$ cat config.mk
export PLATFORM = sky130hd
export DESIGN_NAME = flash_arbiter_flat
export DESIGN_NICKNAME = d
export VERILOG_FILES = /design/src/rtl/flash_arbiter_if.sv /design/src/rtl/flash_arbiter.sv /design/src/flat_wrapper.sv
export SDC_FILE = /design/constraint.sdc
export NUM_CORES = 1
export LEC_CHECK = 0
export BUFFER_PORTS_ARGS = -buffer_cell sky130_fd_sc_hd__buf_2
export CAP_MARGIN = 15
export CORE_MARGIN = 4
export CORE_UTILIZATION = 35
export DETAILED_ROUTE_END_ITERATION = 8
export GPL_ROUTABILITY_DRIVEN = 1
export PLACE_DENSITY = 0.7
export SKIP_CTS_REPAIR_TIMING = 1
export SLEW_MARGIN = 25
export SYNTH_ARGS = -nofsm -noshare
export SYNTH_HDL_FRONTEND = slang
export SYNTH_SLANG_ARGS = --single-unit
$ cat constraint.sdc
create_clock -name in_clk -period 1.65 [get_ports in_clk]
set_input_delay 0.33 -clock in_clk [delete_from_list [all_inputs] [get_ports in_clk]]
set_output_delay 0.33 -clock in_clk [all_outputs]
set_load 0.05 [all_outputs]
$ cat src/rtl/flash_arbiter_if.sv
// Requester-side and flash_serial-side signals of flash_arbiter.
// slave is the arbiter's view; master is the view of the requesters and the flash.
interface flash_arbiter_if #(
    parameter int BITS       = 8,
    parameter int ADDR_WORDS = 3,
    parameter int LEN_BITS   = 8
);
    logic [1:0]                    in_req;
    logic [1:0]                    in_read;
    logic [2*BITS*ADDR_WORDS-1:0]  in_addr;
    logic [2*LEN_BITS-1:0]         in_len;
    logic [2*BITS-1:0]             in_wdata;
    logic [1:0]                    out_grant;
    logic [1:0]                    out_word_valid;
    logic [BITS-1:0]               out_rdata;
    logic [1:0]                    out_done;
    logic [1:0]                    out_error;
    logic                          out_flash_enable;
    logic                          out_flash_read;
    logic [BITS*ADDR_WORDS-1:0]    out_flash_addr;
    logic [BITS-1:0]               out_flash_data;
    logic [BITS-1:0]               in_flash_data;
    logic                          in_flash_word_finished;
    logic                          in_flash_next_word;

    modport slave (
        input  in_req, in_read, in_addr, in_len, in_wdata,
        input  in_flash_data, in_flash_word_finished, in_flash_next_word,
        output out_grant, out_word_valid, out_rdata, out_done, out_error,
        output out_flash_enable, out_flash_read, out_flash_addr, out_flash_data
    );

    modport master (
        output in_req, in_read, in_addr, in_len, in_wdata,
        output in_flash_data, in_flash_word_finished, in_flash_next_word,
        input  out_grant, out_word_valid, out_rdata, out_done, out_error,
        input  out_flash_enable, out_flash_read, out_flash_addr, out_flash_data
    );
endinterface

$ cat src/rtl/flash_arbiter.sv
// Round-robin arbiter sharing one flash_serial between two requesters, sequencing N-word bursts.
// Define FLASH_ARBITER_TIMEOUT_EN to abort a burst after TIMEOUT cycles without a finished word.
module flash_arbiter #(
    parameter int BITS       = 8,
    parameter int ADDR_WORDS = 3,
    parameter int LEN_BITS   = 8
`ifdef FLASH_ARBITER_TIMEOUT_EN
    , parameter int TIMEOUT  = 27_000_000
`endif
) (
    input logic           in_clk,
    input logic           in_rst,
    flash_arbiter_if.slave bus
);
    localparam int AW = BITS * ADDR_WORDS;

    typedef enum logic [2:0] {IDLE, GRANT, ACTIVE, DRAIN, RELEASE} state_t;
    state_t state, state_next;

    logic                last_grant, g, pick, read_pick, lat_read;
    logic [LEN_BITS-1:0] words_left, len_pick;
    logic [AW-1:0]       lat_addr, addr_pick;
    logic                last_finished, last_next_word, seen_fin;
    logic [1:0]          word_valid_r, g_onehot, grant_c, done_c, error_c;
    logic [BITS-1:0]     rdata_r, wdata_g;
    logic                enable_c, busy, fin_rise, fin_fall, nxt_rise;
    logic                timeout_hit, timed_out;

    assign fin_rise  = bus.in_flash_word_finished & ~last_finished;
    assign fin_fall  = ~bus.in_flash_word_finished & last_finished;
    assign nxt_rise  = bus.in_flash_next_word & ~last_next_word;
    assign g_onehot  = g ? 2'b10 : 2'b01;
    assign wdata_g   = g ? bus.in_wdata[2*BITS-1:BITS] : bus.in_wdata[BITS-1:0];
    assign busy      = (state == GRANT) || (state == ACTIVE) || (state == DRAIN);

    // On a tie the requester that was not served last wins.
    always_comb begin
        if (bus.in_req == 2'b11) begin
            pick = ~last_grant;
        end else begin
            pick = bus.in_req[1] & ~bus.in_req[0];
        end
        len_pick  = pick ? bus.in_len[2*LEN_BITS-1:LEN_BITS] : bus.in_len[LEN_BITS-1:0];
        addr_pick = pick ? bus.in_addr[2*AW-1:AW] : bus.in_addr[AW-1:0];
        read_pick = bus.in_read[pick];
    end

    always_ff @(posedge in_clk or posedge in_rst) begin
        if (in_rst) begin
            state <= IDLE;
        end else begin
            state <= state_next;
        end
    end

    // Enable drops in the same cycle the last word starts, so flash_serial stops after it.
    always_comb begin
        state_next = state;
        enable_c   = 1'b0;
        grant_c    = 2'b00;
        done_c     = 2'b00;
        error_c    = 2'b00;
        case (state)
            IDLE: begin
                if (|bus.in_req) begin
                    state_next = GRANT;
                end
            end
            GRANT: begin
                grant_c    = g_onehot;
                state_next = ACTIVE;
            end
            ACTIVE: begin
                grant_c  = g_onehot;
                enable_c = 1'b1;
                if (timeout_hit) begin
                    enable_c   = 1'b0;
                    state_next = RELEASE;
                end else if (nxt_rise && (words_left == LEN_BITS'(1))) begin
                    enable_c   = 1'b0;
                    state_next = DRAIN;
                end
            end
            DRAIN: begin
                grant_c = g_onehot;
                if (timeout_hit || (seen_fin && fin_fall)) begin
                    state_next = RELEASE;
                end
            end
            RELEASE: begin
                if (timed_out) begin
                    error_c = g_onehot;
                end else begin
                    done_c = g_onehot;
                end
                state_next = IDLE;
            end
            default: state_next = IDLE;
        endcase
    end

    always_ff @(posedge in_clk or posedge in_rst) begin
        if (in_rst) begin
            last_grant     <= 1'b1;
            g              <= 1'b0;
            words_left     <= '0;
            lat_addr       <= '0;
            lat_read       <= 1'b1;
            last_finished  <= 1'b0;
            last_next_word <= 1'b0;
            seen_fin       <= 1'b0;
            word_valid_r   <= 2'b00;
            rdata_r        <= '0;
        end else begin
            last_finished  <= bus.in_flash_word_finished;
            last_next_word <= bus.in_flash_next_word;
            word_valid_r   <= 2'b00;
            case (state)
                IDLE: begin
                    if (|bus.in_req) begin
                        g          <= pick;
                        words_left <= (len_pick == '0) ? LEN_BITS'(1) : len_pick;
                        lat_addr   <= addr_pick;
                        lat_read   <= read_pick;
                        seen_fin   <= 1'b0;
                    end
                end
                ACTIVE, DRAIN: begin
                    if (fin_rise) begin
                        word_valid_r <= g_onehot;
                        rdata_r      <= bus.in_flash_data;
                        if (words_left != '0) begin
                            words_left <= words_left - LEN_BITS'(1);
                        end
                        if (state == DRAIN) begin
                            seen_fin <= 1'b1;
                        end
                    end
                end
                RELEASE: last_grant <= g;
                default: ;
            endcase
        end
    end

`ifdef FLASH_ARBITER_TIMEOUT_EN
    localparam int TW = $clog2(TIMEOUT + 1);
    logic [TW-1:0] timer;
    logic          timed_out_r;

    // Watchdog restarts on every finished word; a hit forces Release with an error pulse.
    always_ff @(posedge in_clk or posedge in_rst) begin
        if (in_rst) begin
            timer       <= '0;
            timed_out_r <= 1'b0;
        end else if ((state == ACTIVE) || (state == DRAIN)) begin
            timer <= fin_rise ? '0 : timer + TW'(1);
            if (timeout_hit) begin
                timed_out_r <= 1'b1;
            end
        end else begin
            timer <= '0;
            if (state == IDLE) begin
                timed_out_r <= 1'b0;
            end
        end
    end

    assign timeout_hit = ((state == ACTIVE) || (state == DRAIN)) && !fin_rise
                         && (timer >= TW'(TIMEOUT - 1));
    assign timed_out   = timed_out_r;
`else
    assign timeout_hit = 1'b0;
    assign timed_out   = 1'b0;
`endif

    assign bus.out_grant        = grant_c;
    assign bus.out_word_valid   = word_valid_r;
    assign bus.out_rdata        = rdata_r;
    assign bus.out_done         = done_c;
    assign bus.out_error        = error_c;
    assign bus.out_flash_enable = enable_c;
    assign bus.out_flash_read   = busy ? lat_read : 1'b1;
    assign bus.out_flash_addr   = busy ? lat_addr : '0;
    assign bus.out_flash_data   = busy ? wdata_g : '0;
endmodule

$ cat src/flat_wrapper.sv
// flat-port wrapper written by rule: the top's interface ports become plain ports
module flash_arbiter_flat 
#(
    parameter int BITS       = 8,
    parameter int ADDR_WORDS = 3,
    parameter int LEN_BITS   = 8

)
  (in_clk, in_rst, bus_in_req, bus_in_read, bus_in_addr, bus_in_len, bus_in_wdata, bus_in_flash_data, bus_in_flash_word_finished, bus_in_flash_next_word, bus_out_grant, bus_out_word_valid, bus_out_rdata, bus_out_done, bus_out_error, bus_out_flash_enable, bus_out_flash_read, bus_out_flash_addr, bus_out_flash_data);
  flash_arbiter_if #(.BITS(BITS), .ADDR_WORDS(ADDR_WORDS), .LEN_BITS(LEN_BITS)) bus_i ();
  input logic in_clk;
  input logic in_rst;
  input wire logic [$bits(bus_i.in_req)-1:0] bus_in_req;
  input wire logic [$bits(bus_i.in_read)-1:0] bus_in_read;
  input wire logic [$bits(bus_i.in_addr)-1:0] bus_in_addr;
  input wire logic [$bits(bus_i.in_len)-1:0] bus_in_len;
  input wire logic [$bits(bus_i.in_wdata)-1:0] bus_in_wdata;
  input wire logic [$bits(bus_i.in_flash_data)-1:0] bus_in_flash_data;
  input wire logic [$bits(bus_i.in_flash_word_finished)-1:0] bus_in_flash_word_finished;
  input wire logic [$bits(bus_i.in_flash_next_word)-1:0] bus_in_flash_next_word;
  output wire logic [$bits(bus_i.out_grant)-1:0] bus_out_grant;
  output wire logic [$bits(bus_i.out_word_valid)-1:0] bus_out_word_valid;
  output wire logic [$bits(bus_i.out_rdata)-1:0] bus_out_rdata;
  output wire logic [$bits(bus_i.out_done)-1:0] bus_out_done;
  output wire logic [$bits(bus_i.out_error)-1:0] bus_out_error;
  output wire logic [$bits(bus_i.out_flash_enable)-1:0] bus_out_flash_enable;
  output wire logic [$bits(bus_i.out_flash_read)-1:0] bus_out_flash_read;
  output wire logic [$bits(bus_i.out_flash_addr)-1:0] bus_out_flash_addr;
  output wire logic [$bits(bus_i.out_flash_data)-1:0] bus_out_flash_data;
  assign bus_i.in_req = bus_in_req;
  assign bus_i.in_read = bus_in_read;
  assign bus_i.in_addr = bus_in_addr;
  assign bus_i.in_len = bus_in_len;
  assign bus_i.in_wdata = bus_in_wdata;
  assign bus_i.in_flash_data = bus_in_flash_data;
  assign bus_i.in_flash_word_finished = bus_in_flash_word_finished;
  assign bus_i.in_flash_next_word = bus_in_flash_next_word;
  assign bus_out_grant = bus_i.out_grant;
  assign bus_out_word_valid = bus_i.out_word_valid;
  assign bus_out_rdata = bus_i.out_rdata;
  assign bus_out_done = bus_i.out_done;
  assign bus_out_error = bus_i.out_error;
  assign bus_out_flash_enable = bus_i.out_flash_enable;
  assign bus_out_flash_read = bus_i.out_flash_read;
  assign bus_out_flash_addr = bus_i.out_flash_addr;
  assign bus_out_flash_data = bus_i.out_flash_data;
  flash_arbiter #(.BITS(BITS), .ADDR_WORDS(ADDR_WORDS), .LEN_BITS(LEN_BITS)) u_core (.in_clk(in_clk), .in_rst(in_rst), .bus(bus_i));
endmodule
==> results of run 1 <==
==> cell type report <==
| type | count | area (um^2) | area share [%] |
|---|---|---|---|
| multi-input combinational | 220 | 1730 | 36.2 |
| tap | 102 | 128 | 2.67 |
| clock buffer | 5 | 68.8 | 1.44 |
| clock inverter | 3 | 27.5 | 0.575 |
| sequential | 51 | 1280 | 26.8 |
| inverter | 6 | 26.3 | 0.549 |
| timing repair buffer | 193 | 1520 | 31.8 |
==> cell usage in the layout, fill, tap and decap left out, types with 3 or more instances in the layout <==
cell       netlist  final
buf_4            5     36
inv_1            6      4
and2_4           0     13
dfrtp_1         49     47
buf_2            7    106
o22ai_1          4      3
a22o_1           3      3
buf_6            2     28
buf_12           0      6
nor4_1           3      3
o21ai_0          5      5
nand2_1          7      6
and2_2           0     11
nor2_4           0     15
nor3_1          12     10
a21oi_1         30     30
clkbuf_16        0      3
nor2_1          49     33
clkbuf_8         0      5
mux2i_2          0      3
buf_8            0     14
mux2_2          11     11
mux2i_1         37     33
ha_1             3      3
==> per-layer routing <==
| metal | part of all wire (%) | up-vias |
|---|---|---|
| li1 | - | 1393 |
| met1 | 38 | 1392 |
| met2 | 55 | 100 |
| met3 | 6.3 | 6 |
| met4 | 0.95 | 0 |
| met5 | 0 | - |
==> sequential cells by signal, summed over array words and instances (netlist names) <==
register,flops
u_core.last_finished,1
u_core.state,3
u_core.lat_addr,24
u_core.lat_read,1
u_core.last_grant,1
u_core.g,1
u_core.last_next_word,1
u_core.seen_fin,1
u_core.bus.out_rdata,8
u_core.bus.out_word_valid,2
u_core.words_left,8
==> worst paths after layout <==
kind	start	endpoint	slack, ns
worst min-delay path	in_rst	u_core.last_next_word$_DFF_PP0_	0.04
worst max register to register	u_core.words_left[5]$_DFFE_PP0P_	u_core.words_left[3]$_DFFE_PP0P_	-0.09
worst min register to register	u_core.lat_read$_DFFE_PP1P_	u_core.lat_read$_DFFE_PP1P_	0.51
worst max-delay path	u_core.words_left[5]$_DFFE_PP0P_	bus_out_flash_enable	-0.25
max in group asynchronous	in_rst	u_core.last_grant$_DFFE_PP1N_	1.31
min in group in_clk	bus_in_flash_next_word	u_core.last_next_word$_DFF_PP0_	0.14
==> through the flow <==
step	setup WS [ns]	area (um^2)	utilization (%)
after floorplan	0.0103	3010	-
after global placement	0.00240	4020	50.9
after detailed placement	-0.0558	4020	50.9
after CTS	-0.423	4110	52.1
after global routing	-0.305	4780	60.6
final	-0.250	4780	60.6
==> power breakdown <==
part | internal (mW) | total [mW] | switching [mW]
combinational | 3.39 | 7.83 | 4.44
clock | 0.312 | 0.772 | 0.460
sequential | 1.81 | 2.17 | 0.355
total | 5.51 | 10.8 | 5.25
==> worst max-delay path: stages (launching register included) <==
cell and delay (ns):
dfrtp_1 0.42, nor4_4 0.35, nand4_1 0.14, o21a_1 0.21, buf_6 0.15
==> cells by family (layout without fill, tap and decap cells) <==
group	after synthesis	in the layout	share of synthesized area, %
and+or+nand+nor	110	110	19.3
AOI/OAI and AO/OA	57	57	12.8
DFF	51	51	44.2
muxes	48	48	17.1
buffers and inverters	28	207	5.10
adders and majority gates	3	3	1.30
other	1	2	0.130
==> qor.yml, run 1 <==
outcome: "complete, but fails checks"
violations: "negative setup slack"
crit_path_end_kind: "output port"
synth_cell_type_count: 47
cts_made_buffers: 5
cp_max_fo: 3
ant_nets: 0
worstSetupStartpointType: "flop"
stdcell_count: 580
clk_pin_slew_worst_paths_ns: 0.10
io_buffer_count: 143
fin_crit_sh_pct: 115
dieHeight_um: 98.9
antenna_found_initial: 0
netlist_instances: 298
cts_root_buf: "clkbuf_8"
critPathRequiredTime_ns: 1.32
synth_area_leaders: "dfrtp_1, mux2i_1, nor2_1, a21oi_1, and2_1"
hold_viol: 0
antenna_cells: 0
dieArea_um2: 9780
met2_usage_pct: 29.4
synth.largest_area_cell: "dfrtp_1"
area_growth_pct: 65.4
ir_drop_uv: 1110
place_inst: 554
drcViolationCount: 0
syn_area_per_cell_um2: 9.71
grt_pass1_vias: 2775
grt.busiest_layer: "met2"
dp.final_hpwl_mm: 6.29
cts_sinks: 51
synth-edff-count: 0
fillers: 645
rsz0062_at_grt: "yes"
rows: 32
maxSlewViolCount: 0
power.density_nw_per_um2: 2250
synthTopCellsByCount: "dfrtp_1, nor2_1, mux2i_1"
fin_hold_ws_ns: 0.0389
total_power_mw: 10.8
core-area_um2: 7890
worst_r2r_path_depth: 6
tns_ns: -6.72
routed_wl_mm: 9.20
vias_per_cell: 4.98
cts_tree: "built"
synth_flop_cell: "dfrtp_1"
drt_iter0_markers: 92
min_period_ns: 1.90
synth_top_area_share_pct: 42.4
vias: 2891
grt_pass1_wl_mm: 13.0
dieWidth_um: 98.9
dr.pass1.iters: 4
setup_viol: 44
setup_ws_ns: -0.250
yosys_warnings: 0
drive_gt1_share_pct: 58.4
initial_core_util_pct: 36.7
crit_type: "flop to output port"
htree_levels: 2
cap_viol_max_count: 0
gp_congestion: 0.935
fin_worst_skew_ns: 0.0117
io_pins: 146
hold_path_class: "primary input to asynchronous set/reset pin"
worst_ep_arrival_time_ns: 1.57
postSynth.asyncResetShare_pct: 100
yosysSeqAreaShare_pct: 44.2
fin_nets: 576
wire_per_inst_um: 15.9
grtUsageMet1_pct: 19.2
max_freq_mhz: 526
cts_buffer_depth: 2
clk_latency_ns: 0.32
overflow: 0
syn_area_um2: 2890
grt_max_degree: 52
grt_use_total_pct: 16.2
synth_seq_cells: 51
gr-usage-met3_pct: 3.40
p_leak_nw: 2.29
No activity file was read; power rests on OpenSTA's default activity.
==> run 2, diff against run 1 <==
- BUFFER_PORTS_ARGS: -buffer_cell sky130_fd_sc_hd__buf_2 -> -buffer_cell sky130_fd_sc_hd__clkbuf_2
==> qor.yml, run 2 (synthesis results as in run 1) <==
outcome: "complete, but fails checks"
violations: "negative setup slack"
hold_viol: 0  # unchanged
grt_pass1_vias: 2806  # +1.1%
cp_max_fo: 3  # unchanged
grt_use_total_pct: 15.9  # -0.33 points
overflow: 0  # unchanged
area_growth_pct: 62.8
drt_iter0_markers: 105  # +14%
routed_wl_mm: 8.48  # -7.8%
initial_core_util_pct: 36.7  # unchanged
wire_per_inst_um: 14.7  # -7.0%
fin_hold_ws_ns: 0.0407  # +0.00184 ns
io_pins: 146  # unchanged
grt_pass1_wl_mm: 12.9  # -0.80%
vias_per_cell: 4.95  # -0.60%
cap_viol_max_count: 0  # unchanged
critPathRequiredTime_ns: 1.32  # about the same
max_freq_mhz: 528  # +0.38%
worst_r2r_path_depth: 7  # +1
worstSetupStartpointType: "flop"
crit_path_top_delay_cell: "dfrtp_1"
antenna_found_initial: 0  # unchanged
gp_congestion: 0.887  # -5.1%
layout_common_cells: "clkbuf_2, dfrtp_1, mux2i_1"
crit_type: "flop to output port"
cts_sinks: 51  # unchanged
cts_tree: "built"
dieHeight_um: 98.9  # unchanged
path_cells: "buf_4 > nor2_1 > nand4_1 > o21a_1 > buf_6"
worst_ep_arrival_time_ns: 1.56  # about the same
pre_cts_slack_ns: -0.0416  # +0.0142 ns
cts_root_buf: "clkbuf_8"
setup_viol: 68  # +55%
setup_ws_ns: -0.243  # +0.00725 ns
largest_register_ffs: 24  # unchanged
fin_nets: 571  # -0.87%
cp-endpoint: "bus_out_flash_enable"
p_leak_nw: 2.30  # +0.30%
crit_path_end_kind: "output port"
cpPeakStageDelay_ns: 0.41  # about the same
ir_drop_uv: 1130  # +2.0%
r2r_start: "u_core.state[1]$_DFFE_PP0P_"
top_register: "u_core.lat_addr"
antenna_cells: 0  # unchanged
ant_nets: 0  # unchanged
vias: 2849  # -1.5%
drive_gt1_share_pct: 55.8  # -2.6 points
power.density_nw_per_um2: 2250  # +0.13%
fin_crit_sh_pct: 115  # -0.44 points
clk_latency_ns: 0.30  # -0.02 ns
stdcell_area_um2: 4710  # -1.5%
stdcell_count: 575  # -0.86%
rows: 32  # unchanged
clk_pin_slew_worst_paths_ns: 0.09  # about the same
htree_levels: 2  # unchanged
total_power_mw: 10.6  # -1.4%
core-area_um2: 7890  # unchanged
cts_made_buffers: 5  # unchanged
maxSlewViolCount: 0  # unchanged
worstReg2RegEnd: "u_core.lat_addr[16]$_DFFE_PP0P_"
hold_path_class: "primary input to asynchronous set/reset pin"
dr.pass1.iters: 4  # unchanged
r2r_slack_ns: -0.09  # about the same
fin_worst_skew_ns: 0.00595  # -0.00573 ns
cts_buffer_depth: 2  # unchanged
setup.worst_path.start: "u_core.words_left[2]$_DFFE_PP0P_"
grt_max_degree: 52  # unchanged
place_inst: 556  # +0.36%
drcViolationCount: 0  # unchanged
placed_cell_area_um2: 4100  # +2.2%
min_period_ns: 1.89  # -0.00725 ns
layout_commonest_cell: "clkbuf_2"
dp.final_hpwl_mm: 6.19  # -1.6%
io_buffer_count: 143  # unchanged
rsz0062_at_grt: "yes"
dieWidth_um: 98.9  # unchanged
dieArea_um2: 9780  # unchanged
==> run 2: cell count changes in the layout (fill, tap and decap cells not counted), moves of 2 or more <==
| cell | delta |
|---|---|
| buf_12 | +3 |
| mux2i_1 | +4 |
| nor3_2 | -2 |
| clkbuf_2 | +105 |
| buf_6 | -4 |
| mux2i_2 | -3 |
| buf_2 | -106 |
| nor3_1 | +2 |
==> run 2: metal layers <==
metal	GRT usage, %	share of wire [%]
met1	18.4	38
met3	3.47	6.2
met2	29.4	55
met5	0	0
met4	4.10	0.72
==> run 2: cell type report <==
class | count | area [um^2]
multi-input cells | 220 | 1690
flip-flops and latches | 51 | 1280
fillers | 659 | 3180
inverters | 6 | 22.5
clock buffers | 6 | 72.6
clock inverters | 2 | 37.5
well taps | 102 | 128
repair buffers | 188 | 1480
==> run 2: metrics by stage <==
stage	utilization, %	TNS (ns)
2_1_floorplan	-	0
3_3_place_gp	52.0	-0.0267
3_5_place_dp	52.0	-0.126
4_1_cts	53.4	-11.14
5_1_grt	59.7	-13.77
6_report	59.7	-8.05
==> run 2: worst min-delay path by stage <==
stage / end / depth (start not counted)
finish: u_core.state[0]$_DFFE_PP0P_ / 3
floorplan: u_core.last_finished$_DFF_PP0_ / 0
global placement: u_core.last_next_word$_DFF_PP0_ / 3
global route: u_core.bus.out_rdata[4]$_DFFE_PP0P_ / 3
CTS: u_core.bus.out_rdata[4]$_DFFE_PP0P_ / 3
detailed placement: u_core.words_left[2]$_DFFE_PP0P_ / 3
==> run 2: critical path: cells and delay by family, from the launching register on <==
family,cells,cell delay [ns]
flip-flops,1,0.41
AND/OR/NAND/NOR,2,0.35
buffers and inverters,2,0.31
AO/OA/AOI/OAI,1,0.21
==> run 2: where the power goes <==
group	internal (mW)	switching (mW)
clock network	0.453	0.416
logic	3.29	4.29
registers	1.81	0.352
==> run 3, diff against run 2 <==
- GPL_TIMING_DRIVEN: not set -> 0
==> qor.yml, run 3 (synthesis results as in run 1) <==
io_pins: 146  # unchanged
routed_wl_mm: 8.75  # +3.1%
dr.pass1.iters: 4  # unchanged
power.density_nw_per_um2: 2250  # about the same
rsz0062_at_grt: "yes"
drt_iter0_markers: 86  # -18%
p_sw_mw: 5.16  # +2.1%
wire_per_inst_um: 15.2  # +2.8%
fin_crit_sh_pct: 124  # +9.0 points
violations: "negative setup slack"
worst_ep_arrival_time_ns: 1.71  # +0.15 ns
fin_worst_skew_ns: 0.00782  # +0.00187 ns
largest_register_ffs: 24  # unchanged
clock_power_share_pct: 6.4  # -1.8 points
grt_max_degree: 52  # unchanged
top_register: "u_core.lat_addr"
grt_pass1_vias: 2759  # -1.7%
cap_viol_max_count: 0  # unchanged
worst_r2r_path_depth: 5  # -2
crit_path_end_kind: "output port"
p_seq_share_pct: 20.6  # +0.2 points
dp.final_hpwl_mm: 6.40  # +3.5%
initial_core_util_pct: 36.7  # unchanged
worstReg2RegEnd: "u_core.words_left[5]$_DFFE_PP0P_"
cts_tree: "built"
swShare_pct: 48.2  # +0.53 points
tightest_slew_ns: 0.632
tns_ns: -9.57  # -1.52 ns
core-area_um2: 7890  # unchanged
maxSlewViolCount: 0  # unchanged
fin_hold_ws_ns: 0.109  # +0.0686 ns
clk_latency_ns: 0.30  # about the same
worstSetupStartpointType: "flop"
setup_ws_ns: -0.390  # -0.148 ns
cts_buffer_depth: 2  # unchanged
layout_common_cells: "clkbuf_2, dfrtp_1, nor2_1"
dieHeight_um: 98.9  # unchanged
setup_viol: 46  # -32%
pre_cts_slack_ns: -0.366  # -0.325 ns
layout_commonest_cell: "clkbuf_2"
p_int_mw: 5.55  # about the same
cts_sinks: 51  # unchanged
grt_use_total_pct: 16.3  # +0.43 points
rows: 32  # unchanged
outcome: "complete, but fails checks"
place_inst: 544  # -2.2%
io_buffer_count: 143  # unchanged
gp_congestion: 0.837  # -5.7%
hold_path_class: "primary input to asynchronous set/reset pin"
r2r_start: "u_core.words_left[1]$_DFFE_PP0P_"
htree_levels: 2  # unchanged
antenna_found_initial: 0  # unchanged
area_growth_pct: 64.4
critPathRequiredTime_ns: 1.32  # about the same
ir_drop_uv: 1100  # -2.9%
fin_nets: 573  # +0.35%
cts_made_buffers: 5  # unchanged
clk_pin_slew_worst_paths_ns: 0.09  # about the same
stdcell_count: 577  # +0.35%
p_comb_share_pct: 72.9  # +1.5 points
vias: 2889  # +1.4%
r2r_slack_ns: -0.20  # -0.11 ns
p_leak_nw: 2.30  # -0.16%
grt_pass1_wl_mm: 13.1  # +1.7%
slew_headroom_pct: 57.9
cts_root_buf: "clkbuf_8"
cp_max_fo: 5  # +2
dieWidth_um: 98.9  # unchanged
vias_per_cell: 5.01  # +1.1%
ant_nets: 0  # unchanged
crit_type: "flop to output port"
drive_gt1_share_pct: 57.9  # +2.1 points
min_period_ns: 2.04  # +0.148 ns
overflow: 0  # unchanged
antenna_cells: 0  # unchanged
dieArea_um2: 9780  # unchanged
hold_viol: 0  # unchanged
max_freq_mhz: 490  # -7.3%
drcViolationCount: 0  # unchanged
==> run 3: cell count changes in the layout (fill, tap and decap cells not counted), sizes merged <==
cell | before | now
bufinv | 1 | 0
clkbuf | 113 | 116
clkinv | 0 | 1
clkinvlp | 1 | 0
==> run 3: per-stage QoR <==
stage / cell area [um^2] / util (%) / power, mW
floorplan: 3010 / - / 6.55
global placement: 3850 / 48.8 / 7.66
detailed placement: 3850 / 48.9 / 7.77
CTS: 3940 / 49.9 / 8.47
global route: 4750 / 60.3 / 11.3
finish: 4750 / 60.3 / 10.7
==> run 3: power by group through the flow <==
stage	clock network (mW)	logic [mW]	registers, mW
2_1_floorplan	0	4.11	2.43
3_3_place_gp	0	5.51	2.16
3_5_place_dp	0	5.60	2.18
4_1_cts	0.714	5.60	2.16
5_1_grt	0.770	8.21	2.28
6_report	0.690	7.81	2.21
==> run 3: metal layers <==
metal / GRT usage, % / share of wire (%) / vias to the layer above
met5: 0 / 0 / -
met4: 3.89 / 0.86 / 0
met3: 3.33 / 6.1 / 11
met2: 29.4 / 54 / 104
met1: 19.8 / 39 / 1387
li1: - / - / 1387
==> run 3: worst max-delay path by stage <==
stage	depth (start not counted)	to	start	slack, ns
5_1_grt	5	bus_out_flash_enable	u_core.words_left[4]$_DFFE_PP0P_	-0.45
3_5_place_dp	5	bus_out_flash_addr[12]	u_core.state[1]$_DFFE_PP0P_	-0.37
6_report	5	bus_out_flash_enable	u_core.words_left[4]$_DFFE_PP0P_	-0.39
3_3_place_gp	2	u_core.lat_addr[21]$_DFFE_PP0P_	in_rst	-0.57
2_1_floorplan	6	u_core.words_left[6]$_DFFE_PP0P_	u_core.words_left[0]$_DFFE_PP0P_	0.01
4_1_cts	5	bus_out_flash_addr[12]	u_core.state[1]$_DFFE_PP0P_	-0.70
==> run 3: worst max-delay path, stage by stage (launching register included) <==
cell and delay [ns]:
dfrtp_1 0.38, buf_6 0.13, nor4_4 0.34, nand4_1 0.15
o21a_1 0.26, buf_6 0.17
==> run 3: final cells by class <==
cell class	instances	area, um^2
fill	645	3130
multi-input combinational	220	1730
timing repair buffer	168	1300
sequential	51	1280
buffer	22	205
tap	102	128
clock buffer	7	76.3
inverter	6	25.0
clock inverter	1	5.00
